`config.mk`:
```
export PLATFORM = sky130hd
export DESIGN_NAME = mm_job_sched
export DESIGN_NICKNAME = d
export VERILOG_FILES = /design/src/rtl/mm_sched_pkg.sv /design/src/rtl/mm_job_sched_rr_arb2.sv /design/src/rtl/mm_job_sched.sv
export SDC_FILE = /design/constraint.sdc
export NUM_CORES = 1
export LEC_CHECK = 0
export CAP_MARGIN = 10
export CORE_UTILIZATION = 52
export CTS_CLUSTER_DIAMETER = 150
export DETAILED_ROUTE_END_ITERATION = 8
export GPL_TIMING_DRIVEN = 0
export PLACE_DENSITY = 0.86
export SLEW_MARGIN = 20
export SYNTH_ARGS = -nofsm -noshare
export SYNTH_HDL_FRONTEND = slang
export SYNTH_SLANG_ARGS = --single-unit
export TNS_END_PERCENT = 100
```
`constraint.sdc`:
```
create_clock -name clk -period 5.2 [get_ports clk]
set_input_delay 1.04 -clock clk [delete_from_list [all_inputs] [get_ports clk]]
set_output_delay 1.04 -clock clk [all_outputs]
set_load 0.02 [all_outputs]
```
`src/rtl/mm_sched_pkg.sv`:
```
// rtl/mm_sched_pkg.sv - MMIO map, flag codes, state encoding and fetch table for mm_job_sched
package mm_sched_pkg;

  localparam logic [31:0] MATMUL_A_IN  = 32'h000;
  localparam logic [31:0] MATMUL_B_IN  = 32'h100;
  localparam logic [31:0] MATMUL_C_OUT = 32'h200;
  localparam logic [31:0] MATVEC_A_IN  = 32'h300;
  localparam logic [31:0] MATVEC_B_IN  = 32'h400;
  localparam logic [31:0] MATVEC_C_OUT = 32'h500;
  localparam logic [31:0] M_DIM        = 32'h600;
  localparam logic [31:0] N_DIM        = 32'h700;
  localparam logic [31:0] P_DIM        = 32'h800;
  localparam logic [31:0] MATMUL_FLAG  = 32'hA00;
  localparam logic [31:0] MATVEC_FLAG  = 32'hB00;
  localparam logic [31:0] BIAS_ADDR    = 32'hD00;

  localparam logic [31:0] FLAG_IDLE = 32'd0;
  localparam logic [31:0] FLAG_POST = 32'd1;
  localparam logic [31:0] FLAG_DONE = 32'd2;
  localparam logic [31:0] FLAG_ERR  = 32'd3;

  typedef enum logic [3:0] {
    ST_GAP,
    ST_POLL,
    ST_CHECK,
    ST_POLL_MV,
    ST_CHECK_MV,
    ST_FETCH,
    ST_VALID,
    ST_START,
    ST_RUN,
    ST_WB
  } sched_state_t;

  // Read k of a fetch lands in field k: A, B, C, bias, M, N, P (matvec stops before P).
  function automatic logic [31:0] fetch_addr(input logic mv, input logic [2:0] k);
    case (k)
      3'd0:    return mv ? MATVEC_A_IN  : MATMUL_A_IN;
      3'd1:    return mv ? MATVEC_B_IN  : MATMUL_B_IN;
      3'd2:    return mv ? MATVEC_C_OUT : MATMUL_C_OUT;
      3'd3:    return BIAS_ADDR;
      3'd4:    return M_DIM;
      3'd5:    return N_DIM;
      default: return P_DIM;
    endcase
  endfunction

endpackage

```
`src/rtl/mm_job_sched_rr_arb2.sv`:
```
// rtl/mm_job_sched_rr_arb2.sv - two-way round-robin arbiter, present only with MATVEC_SCHED_EN
`ifdef MATVEC_SCHED_EN
module rr_arb2 (
  input  logic       clk,
  input  logic       rst,
  input  logic [1:0] req,
  input  logic       advance,
  output logic [1:0] grant
);

  logic prio_mv;

  always_comb begin
    grant = '0;
    if (prio_mv) grant = {req[1], req[0] & ~req[1]};
    else         grant = {req[1] & ~req[0], req[0]};
  end

  // Priority flips after every granted job, matmul first out of reset.
  always_ff @(posedge clk) begin
    if (rst)          prio_mv <= 1'b0;
    else if (advance) prio_mv <= ~prio_mv;
  end

endmodule
`endif

```
`src/rtl/mm_job_sched.sv`:
```
// rtl/mm_job_sched.sv - polls the MMIO job flag, fetches and validates operands, launches the engine.
// MATVEC_SCHED_EN adds a matvec flag poll, round-robin arbitration and the eng_sel output.
module mm_job_sched
  import mm_sched_pkg::*;
#(
  parameter int DATA_WIDTH = 32,
  parameter int ADDR_WIDTH = 32,
  parameter int DIM_WIDTH  = 16,
  parameter int MAX_DIM    = 64,
  parameter int POLL_GAP   = 8
) (
  input  logic                  clk,
  input  logic                  rst,
  output logic [ADDR_WIDTH-1:0] mem_addr,
  output logic [DATA_WIDTH-1:0] mem_wdata,
  output logic                  mem_we,
  input  logic [DATA_WIDTH-1:0] mem_q,
  output logic                  eng_start,
  output logic [31:0]           eng_a_addr,
  output logic [31:0]           eng_b_addr,
  output logic [31:0]           eng_c_addr,
  output logic [31:0]           eng_bias_addr,
  output logic [DIM_WIDTH-1:0]  eng_m,
  output logic [DIM_WIDTH-1:0]  eng_n,
  output logic [DIM_WIDTH-1:0]  eng_p,
  input  logic                  eng_done,
`ifdef MATVEC_SCHED_EN
  output logic                  eng_sel,
`endif
  output logic                  busy
);

  localparam int GW = $clog2(POLL_GAP + 1);

  sched_state_t   state, next_state;
  logic [GW-1:0]  gap_cnt;
  logic [2:0]     fetch_k, fetch_last;
  logic [31:0]    m_val, n_val, p_val;
  logic           err, legal, post_seen, job_mv;

  assign post_seen  = (mem_q == DATA_WIDTH'(FLAG_POST));
  assign fetch_last = job_mv ? 3'd6 : 3'd7;
  // Validation uses the full fetched word so oversized values cannot alias after truncation.
  assign legal = (m_val != 32'd0) && (m_val <= 32'(MAX_DIM)) &&
                 (n_val != 32'd0) && (n_val <= 32'(MAX_DIM)) &&
                 (p_val != 32'd0) && (p_val <= 32'(MAX_DIM));

  assign eng_m = m_val[DIM_WIDTH-1:0];
  assign eng_n = n_val[DIM_WIDTH-1:0];
  assign eng_p = p_val[DIM_WIDTH-1:0];

`ifdef MATVEC_SCHED_EN
  logic       req_mm, advance;
  logic [1:0] req, grant;

  assign req     = {post_seen, req_mm};
  assign advance = (state == ST_CHECK_MV) && (|req);
  assign eng_sel = job_mv;

  rr_arb2 u_arb (
    .clk     (clk),
    .rst     (rst),
    .req     (req),
    .advance (advance),
    .grant   (grant)
  );
`else
  assign job_mv = 1'b0;
`endif

  always_ff @(posedge clk) begin
    if (rst) begin
      state         <= ST_GAP;
      gap_cnt       <= '0;
      fetch_k       <= '0;
      busy          <= 1'b0;
      err           <= 1'b0;
      eng_a_addr    <= '0;
      eng_b_addr    <= '0;
      eng_c_addr    <= '0;
      eng_bias_addr <= '0;
      m_val         <= '0;
      n_val         <= '0;
      p_val         <= '0;
`ifdef MATVEC_SCHED_EN
      job_mv        <= 1'b0;
      req_mm        <= 1'b0;
`endif
    end else begin
      state <= next_state;
      case (state)
        ST_GAP: gap_cnt <= gap_cnt + 1'b1;
`ifdef MATVEC_SCHED_EN
        ST_CHECK: req_mm <= post_seen;
        ST_CHECK_MV: begin
          if (|grant) begin
            busy    <= 1'b1;
            fetch_k <= '0;
            job_mv  <= grant[1];
          end else begin
            gap_cnt <= '0;
          end
        end
`else
        ST_CHECK: begin
          if (post_seen) begin
            busy    <= 1'b1;
            fetch_k <= '0;
          end else begin
            gap_cnt <= '0;
          end
        end
`endif
        ST_FETCH: begin
          fetch_k <= fetch_k + 3'd1;
          if (fetch_k == 3'd0 && job_mv) p_val <= 32'd1;
          // Read data trails its address by one cycle, so slot k holds read k-1.
          case (fetch_k)
            3'd1:    eng_a_addr    <= 32'(mem_q);
            3'd2:    eng_b_addr    <= 32'(mem_q);
            3'd3:    eng_c_addr    <= 32'(mem_q);
            3'd4:    eng_bias_addr <= 32'(mem_q);
            3'd5:    m_val         <= 32'(mem_q);
            3'd6:    n_val         <= 32'(mem_q);
            3'd7:    p_val         <= 32'(mem_q);
            default: ;
          endcase
        end
        ST_VALID: err <= !legal;
        ST_WB: begin
          busy    <= 1'b0;
          gap_cnt <= '0;
        end
        default: ;
      endcase
    end
  end

  always_comb begin
    next_state = state;
    mem_addr   = '0;
    mem_wdata  = '0;
    mem_we     = 1'b0;
    eng_start  = 1'b0;
    case (state)
      ST_GAP:   if (gap_cnt == GW'(POLL_GAP - 1)) next_state = ST_POLL;
      ST_POLL: begin
        mem_addr   = ADDR_WIDTH'(MATMUL_FLAG);
        next_state = ST_CHECK;
      end
`ifdef MATVEC_SCHED_EN
      ST_CHECK: next_state = ST_POLL_MV;
      ST_POLL_MV: begin
        mem_addr   = ADDR_WIDTH'(MATVEC_FLAG);
        next_state = ST_CHECK_MV;
      end
      ST_CHECK_MV: next_state = (|grant) ? ST_FETCH : ST_GAP;
`else
      ST_CHECK: next_state = post_seen ? ST_FETCH : ST_GAP;
`endif
      ST_FETCH: begin
        if (fetch_k == fetch_last) next_state = ST_VALID;
        else mem_addr = ADDR_WIDTH'(fetch_addr(job_mv, fetch_k));
      end
      ST_VALID: next_state = legal ? ST_START : ST_WB;
      ST_START: begin
        eng_start  = 1'b1;
        next_state = ST_RUN;
      end
      ST_RUN:   if (eng_done) next_state = ST_WB;
      ST_WB: begin
        mem_addr   = ADDR_WIDTH'(job_mv ? MATVEC_FLAG : MATMUL_FLAG);
        mem_wdata  = DATA_WIDTH'(err ? FLAG_ERR : FLAG_DONE);
        mem_we     = 1'b1;
        next_state = ST_GAP;
      end
      default:  next_state = ST_GAP;
    endcase
  end

endmodule

```
==> run_results.csv, run 1 <==
group,metric,value,unit
finish,drive_gt1_share,12.76,%
route,dr.pass1.iters,5,
status,status,"finished, final reports clean",
clocking,htree_levels,1,
sta,clock-skew-final,0.01344,ns
sta,finalHoldViolCount,0,
route,via_count,9617,
global_route,first_global_vias,9144,
finish,antenna_cells,0,
die,die_y,139.7,um
route,drtIter0Drc,752,
finish,area_delta_synth_final,32.14,%
power_and_ir_drop,peakVddDrop,0.0003612,V
clocking,clock_latency,0.52,ns
die,ios,278,
power_and_ir_drop,internal_power,2.916,mW
synth,muxShareOfSynthArea,0.4188,%
global_route,grt_start_max_net_pins,14,
critical_path,cp.required,4.16,ns
synth,yosysSeqAreaShare,48.12,%
power_and_ir_drop,p_leak,4.832,nW
synth,synth_commonest_cells,"nand2_1 (459), dfxtp_1 (237), a21oi_1 (231)",
finish,final_util,71.31,%
synth,synth_compound_area_share,12.97,%
synth,yosys.cell_types.count,43,
synth,synth-main-ff-cell,"dfxtp_1",
sta,rsz0062_at_grt,"false",
power_and_ir_drop,pwr-share-clk,46.4,%
critical_path,endpoint_kind,"primary output",
sta,report.final.slew_viol_count,0,
clocking,cts.sinks,237,
synth,postSynthAreaPerCell,7.697,um2
synth,synth_top_family_by_area,"simple AND/OR/NAND/NOR gates",
route,via_per_inst,5.352,
die,dieArea,19510,um2
synth,synth.yosys.warnings,0,
synth,synth_seq_cells,237,
clocking,clockRootBuffer,"clkbuf_16",
critical_path,worstSetupPathType,"flop to primary output",
clocking,cts_max_path_buffers,3,
sta,period_share,73.51,%
placed_design,globalplace.congestion,0.8761,
placed_design,dp_hpwl,22300,um
power_and_ir_drop,p_comb_share,5.2,%
die,die_w,139.7,um
job,drv_cap,0,
synth,synth_top_area_cell,"dfxtp_1",
clocking,clk_pin_slew,0.06,ns
global_route,antenna_found_initial,0,
critical_path,crit_path_max_fanout,10,
synth,synth.top_cell.area_share,48.12,%
clocking,holdBufCountCts,0,
synth,async_flop_share,0,%
global_route,overflow,0,
die,rows,49,
sta,tightestPinTransition,0.7833,ns
finish,fin_cells,1797,
synth,ys_top_cells_by_area,"dfxtp_1 (48%), nand2_1 (17%), a21oi_1 (12%)",
route,wl,31930,um
sta,fmax,0.2616,GHz
sta,relSlewSlack,47.38,%
global_route,grt_use_total,31.76,%
clocking,cts_tree,"built",
synth,synth-xor-area-share,0.2665,%
synth,synthSimpleGateAreaFrac,23.55,%
power_and_ir_drop,p_sw_share,22.47,%
clocking,cts_made_buffers,24,
global_route,grt_pass1_wl,48470,um
route,ant_nets,0,
finish,nets,1592,
power_and_ir_drop,seqPwrFrac,48.4,%
power_and_ir_drop,switchingPower,845.2,uW
sta,holdWs,0.4539,ns
placed_design,place_inst,1753,
route,route.detailed.drc,0,
synth,synth-edff-count,0,
min_path,hp-class,"flop to flop",
clocking,cts_resized,0,
synth,syn_area,9859,um2
route,wl_per_cell,17.77,um
synth,synthAdderAreaFrac,0.8883,%
synth,synth.most_common_cell,"nand2_1",
placed_design,io_buffers,186,
die,core_area,18270,um2
clocking,post-cts-setup-buffers,0,
sta,fin_tns_setup,0,ns
synth,netlist_instances,1281,
critical_path,arrival,2.78,ns
power_and_ir_drop,powerDensity,288.7,nW/um2
critical_path,worstSetupStartpointType,"flop",
sta,setup_violations,0,
die,initial_core_util,53.97,%
sta,period_minus_slack,3.823,ns
-- kinds of logic after synthesis --
| group | after synthesis |
|---|---|
| and+or+nand+nor | 559 |
| AOI/OAI and AO/OA | 247 |
| muxes | 4 |
| buffers and inverters | 223 |
| adders and majority gates | 7 |
| other | 1 |
| DFF | 237 |
| xor gates and xnor gates | 3 |
-- worst max-delay path, cell delays in order (launching register included) --
cell and delay [ns]:
dfxtp_1 0.31, nand2b_1 0.25, nor3b_2 0.45, buf_2 0.31
nand2b_1 0.11, nor2_1 0.20, clkdlybuf4s50_1 0.64
-- cell usage in the layout (no fill, tap or decap), drive strengths merged, types with 2 or more instances in the layout --
| master | n |
|---|---|
| a21oi | 231 |
| and2 | 3 |
| and3 | 4 |
| buf | 158 |
| clkbuf | 100 |
| clkdlybuf4s50 | 186 |
| clkinv | 3 |
| conb | 58 |
| dfxtp | 237 |
| ha | 7 |
| inv | 5 |
| mux2i | 3 |
| nand2 | 459 |
| nand2b | 6 |
| nand3 | 7 |
| nand4 | 8 |
| nor2 | 20 |
| nor3 | 10 |
| nor4 | 29 |
| nor4b | 2 |
| o211a | 2 |
| o21ai | 2 |
| o22ai | 3 |
| o31a | 2 |
| or3 | 3 |
| or4 | 3 |
| xor2 | 2 |
-- metrics by stage --
| stage | setup WS (ns) | total power, mW | area (um2) |
|---|---|---|---|
| floorplan | 2.709 | 1.995 | 10070 |
| global placement | 2.032 | 2.047 | 12220 |
| CTS | 1.464 | 3.752 | 13030 |
| global route | 1.321 | 3.841 | 13030 |
| detailed placement | 2.019 | 2.047 | 12220 |
| finish | 1.377 | 3.761 | 13030 |
-- path summary, 6_finish.rpt --
check | from | to | slack [ns] | cells after the start
worst min register to register | eng_b_addr[30] | eng_b_addr[30] | 0.45 | 2
worst max register to register | state[3] | eng_a_addr[0] | 2.82 | 7
worst min-delay path | eng_b_addr[30] | eng_b_addr[30] | 0.45 | 2
worst max-delay path | state[3] | mem_addr[8] | 1.38 | 6
-- power groups by stage --
stage	Clock (mW)	Sequential, mW	Combinational [mW]
after detailed placement	0	1.86	0.187
after CTS	1.74	1.82	0.188
after global routing	1.82	1.82	0.201
after floorplan	0	1.86	0.136
final	1.75	1.82	0.195
after global placement	0	1.86	0.187
-- flip-flops by register name, summed over array words and instances, names as in the netlist --
| signal | count |
|---|---|
| eng_b_addr | 32 |
| state | 4 |
| p_val | 32 |
| eng_a_addr | 32 |
| eng_c_addr | 32 |
| fetch_k | 3 |
| n_val | 32 |
| busy | 1 |
| err | 1 |
| gap_cnt | 4 |
| m_val | 32 |
| eng_bias_addr | 32 |
-- metal layers --
metal | track usage, % | up-vias | wire (um)
met5 | 0 | - | 0
li1 | - | 4525 | -
met3 | 7.915 | 98 | 3371
met1 | 37.49 | 4451 | 12110
met4 | 15.15 | 0 | 1291
met2 | 53.97 | 543 | 15150
-- layout make-up --
cell class | instances | area, um2
plain buffers | 218 | 1336
clock buffers | 40 | 762.0
well taps | 229 | 286.5
multi-input cells | 878 | 3974
inverters | 5 | 18.77
repair buffers | 186 | 1862
fillers | 1432 | 5241
flip-flops and latches | 237 | 4745
clock inverters | 4 | 45.04
Note: power is estimated with default switching activity, not from simulation.
==> inputs of run 2 (changes only) <==
--- a/config.mk
+++ b/config.mk
@@ -6,11 +6,11 @@
 export NUM_CORES = 1
 export LEC_CHECK = 0
 export CAP_MARGIN = 10
-export CORE_UTILIZATION = 52
+export CORE_UTILIZATION = 43
 export CTS_CLUSTER_DIAMETER = 150
 export DETAILED_ROUTE_END_ITERATION = 8
 export GPL_TIMING_DRIVEN = 0
-export PLACE_DENSITY = 0.86
+export PLACE_DENSITY = 0.76
 export SLEW_MARGIN = 20
 export SYNTH_ARGS = -nofsm -noshare
 export SYNTH_HDL_FRONTEND = slang
==> constraint.sdc (replaced) <==
create_clock -name clk -period 3.15 [get_ports clk]
set_input_delay 0.63 -clock clk [delete_from_list [all_inputs] [get_ports clk]]
set_output_delay 0.63 -clock clk [all_outputs]
set_load 0.02 [all_outputs]
==> run 2 against run 1 <==
- count of clock-buffer cells in the layout fell by 5
- die area rose by 21%
- setup slack got worse by 1.3 ns
- utilization fell by 13 points
- non-clock buffer count did not move
- largest power group is now clock
==> run_results.csv, run 2 (synthesis results as in run 1) <==
group,metric,value,unit
finish,layout_common_cells,"nand2_1 (459), dfxtp_1 (237), a21oi_1 (231), clkdlybuf4s50_1 (183), buf_4 (128)",
finish,fill_cells,2058,
route,route.detailed.drc,0,
sta,tightestPinTransition,0.6988,ns
finish,nets,1593,
sta,fmax,0.3306,GHz
critical_path,cp.depth,6,
clocking,clockRootBuffer,"clkbuf_16",
critical_path,crit_path_max_fanout,10,
power_and_ir_drop,p_leak,4.880,nW
critical_path,rr_worst_depth,7,
placed_design,globalplace.congestion,0.8903,
global_route,antenna_found_initial,0,
clocking,cts.sinks,237,
die,initial_core_util,43.68,%
clocking,holdBufCountCts,0,
sta,period_minus_slack,3.025,ns
critical_path,rrSetupSlack,0.92,ns
sta,fin_tns_setup,0,ns
die,core_area,22570,um2
finish,multi_input_area,3980,um2
critical_path,worstSetupStartpointType,"flop",
critical_path,cp.buffers_inverters,2,
sta,period_share,96.03,%
route,via_count,9420,
sta,rsz0062_at_grt,"false",
placed_design,io_buffers,186,
route,drtIter0Drc,711,
critical_path,crit_path_cell_trace,"nand2b_1 -> nor3b_4 -> buf_2 -> nand2b_1 -> nor2_1 -> dlygate4sd2_1",
power_and_ir_drop,finalPower,6.471,mW
die,ios,278,
die,dieArea,23540,um2
global_route,grt_use_total,26.30,%
critical_path,arrival,2.40,ns
clocking,clock_latency,0.53,ns
critical_path,crit_family,"simple AND/OR/NAND/NOR gates",
global_route,grt_start_max_net_pins,15,
sta,relSlewSlack,53.06,%
finish,stdcell_area,13170,um2
finish,final_util,58.36,%
critical_path,crit_top_cell,"nand2b_1",
placed_design,placed_cell_area,12290,um2
finish,antenna_cells,0,
critical_path,cp.required,2.52,ns
sta,setup_violations,0,
placed_design,dp_hpwl,22700,um
route,dr.pass1.iters,5,
finish,drive_gt1_share,13.01,%
min_path,min_path_cells,3,
power_and_ir_drop,peakVddDrop,0.0003962,V
critical_path,cpPeakStageDelay,0.37,ns
sta,report.final.slew_viol_count,0,
clocking,clk_pin_slew,0.07,ns
die,die_y,153.4,um
die,rows,55,
min_path,hp-class,"input port to flop",
clocking,cts_max_path_buffers,3,
clocking,cts_made_buffers,25,
global_route,overflow,0,
route,wl,31920,um
sta,finalHoldViolCount,0,
clocking,htree_levels,1,
power_and_ir_drop,powerDensity,491.2,nW/um2
job,drv_cap,0,
finish,area_delta_synth_final,33.62,%
clocking,post-cts-setup-buffers,0,
critical_path,slowest_stage,"nor3b_4",
sta,holdWs,0.4067,ns
critical_path,worstSetupPathType,"flop to primary output",
critical_path,endpoint_kind,"primary output",
route,wl_per_cell,17.23,um
global_route,grt_pass1_wl,48430,um
status,status,"finished, final reports clean",
die,die_w,153.4,um
sta,clock-skew-final,0.02123,ns
route,ant_nets,0,
finish,seq_area,4745,um2
route,via_per_inst,5.084,
global_route,first_global_vias,8670,
clocking,cts_resized,5,
clocking,cts_tree,"built",
finish,mostFrequentLayoutCell,"nand2_1",
run 2: worst reg2reg max path: cells and delay by family (launching register included):
family | cells | cell delay, ns
buf+inv | 2 | 0.65
simple gates | 4 | 1.07
compound gates | 1 | 0.07
flops | 1 | 0.31
run 2: through the flow:
| step | instances | setup WS, ns |
|---|---|---|
| finish | 1853 | 0.1249 |
| global route | 1853 | 0.005167 |
| CTS | 1853 | 0.1267 |
| detailed placement | 1809 | 0.3541 |
| global placement | 1809 | 0.3285 |
| floorplan | 1338 | 1.069 |
run 2: path summary, 6_finish.rpt:
kind                startpoint                end
max reg2reg           state[3]      eng_a_addr[1]
min reg2reg  eng_bias_addr[23]  eng_bias_addr[23]
min                  mem_q[31]          p_val[31]
max                   state[3]        mem_addr[8]
run 2: metal layers:
layer / wire [um] / share of wire, % / global-route usage (%) / vias to the layer above
met5: 0 / 0 / 0 / -
met4: 845 / 2.6 / 8.238 / 0
met3: 3199 / 10 / 5.671 / 64
met2: 15130 / 47 / 44.47 / 466
met1: 12740 / 40 / 33.38 / 4355
li1: - / - / - / 4535
run 2: layout make-up:
| cell class | count | area share, % |
|---|---|---|
| plain buffers | 218 | 10.15 |
| flip-flops and latches | 237 | 36.01 |
| clock inverters | 9 | 1.178 |
| inverters | 5 | 0.1425 |
| clock buffers | 35 | 5.490 |
| well taps | 285 | 2.707 |
| multi-input cells | 878 | 30.21 |
| repair buffers | 186 | 14.10 |
run 2: where the power goes:
| part | internal [mW] | switching [mW] |
|---|---|---|
| Sequential | 3.00 | 0.00338 |
| Combinational | 0.0900 | 0.229 |
| Clock | 1.93 | 1.22 |
| Total | 5.02 | 1.45 |
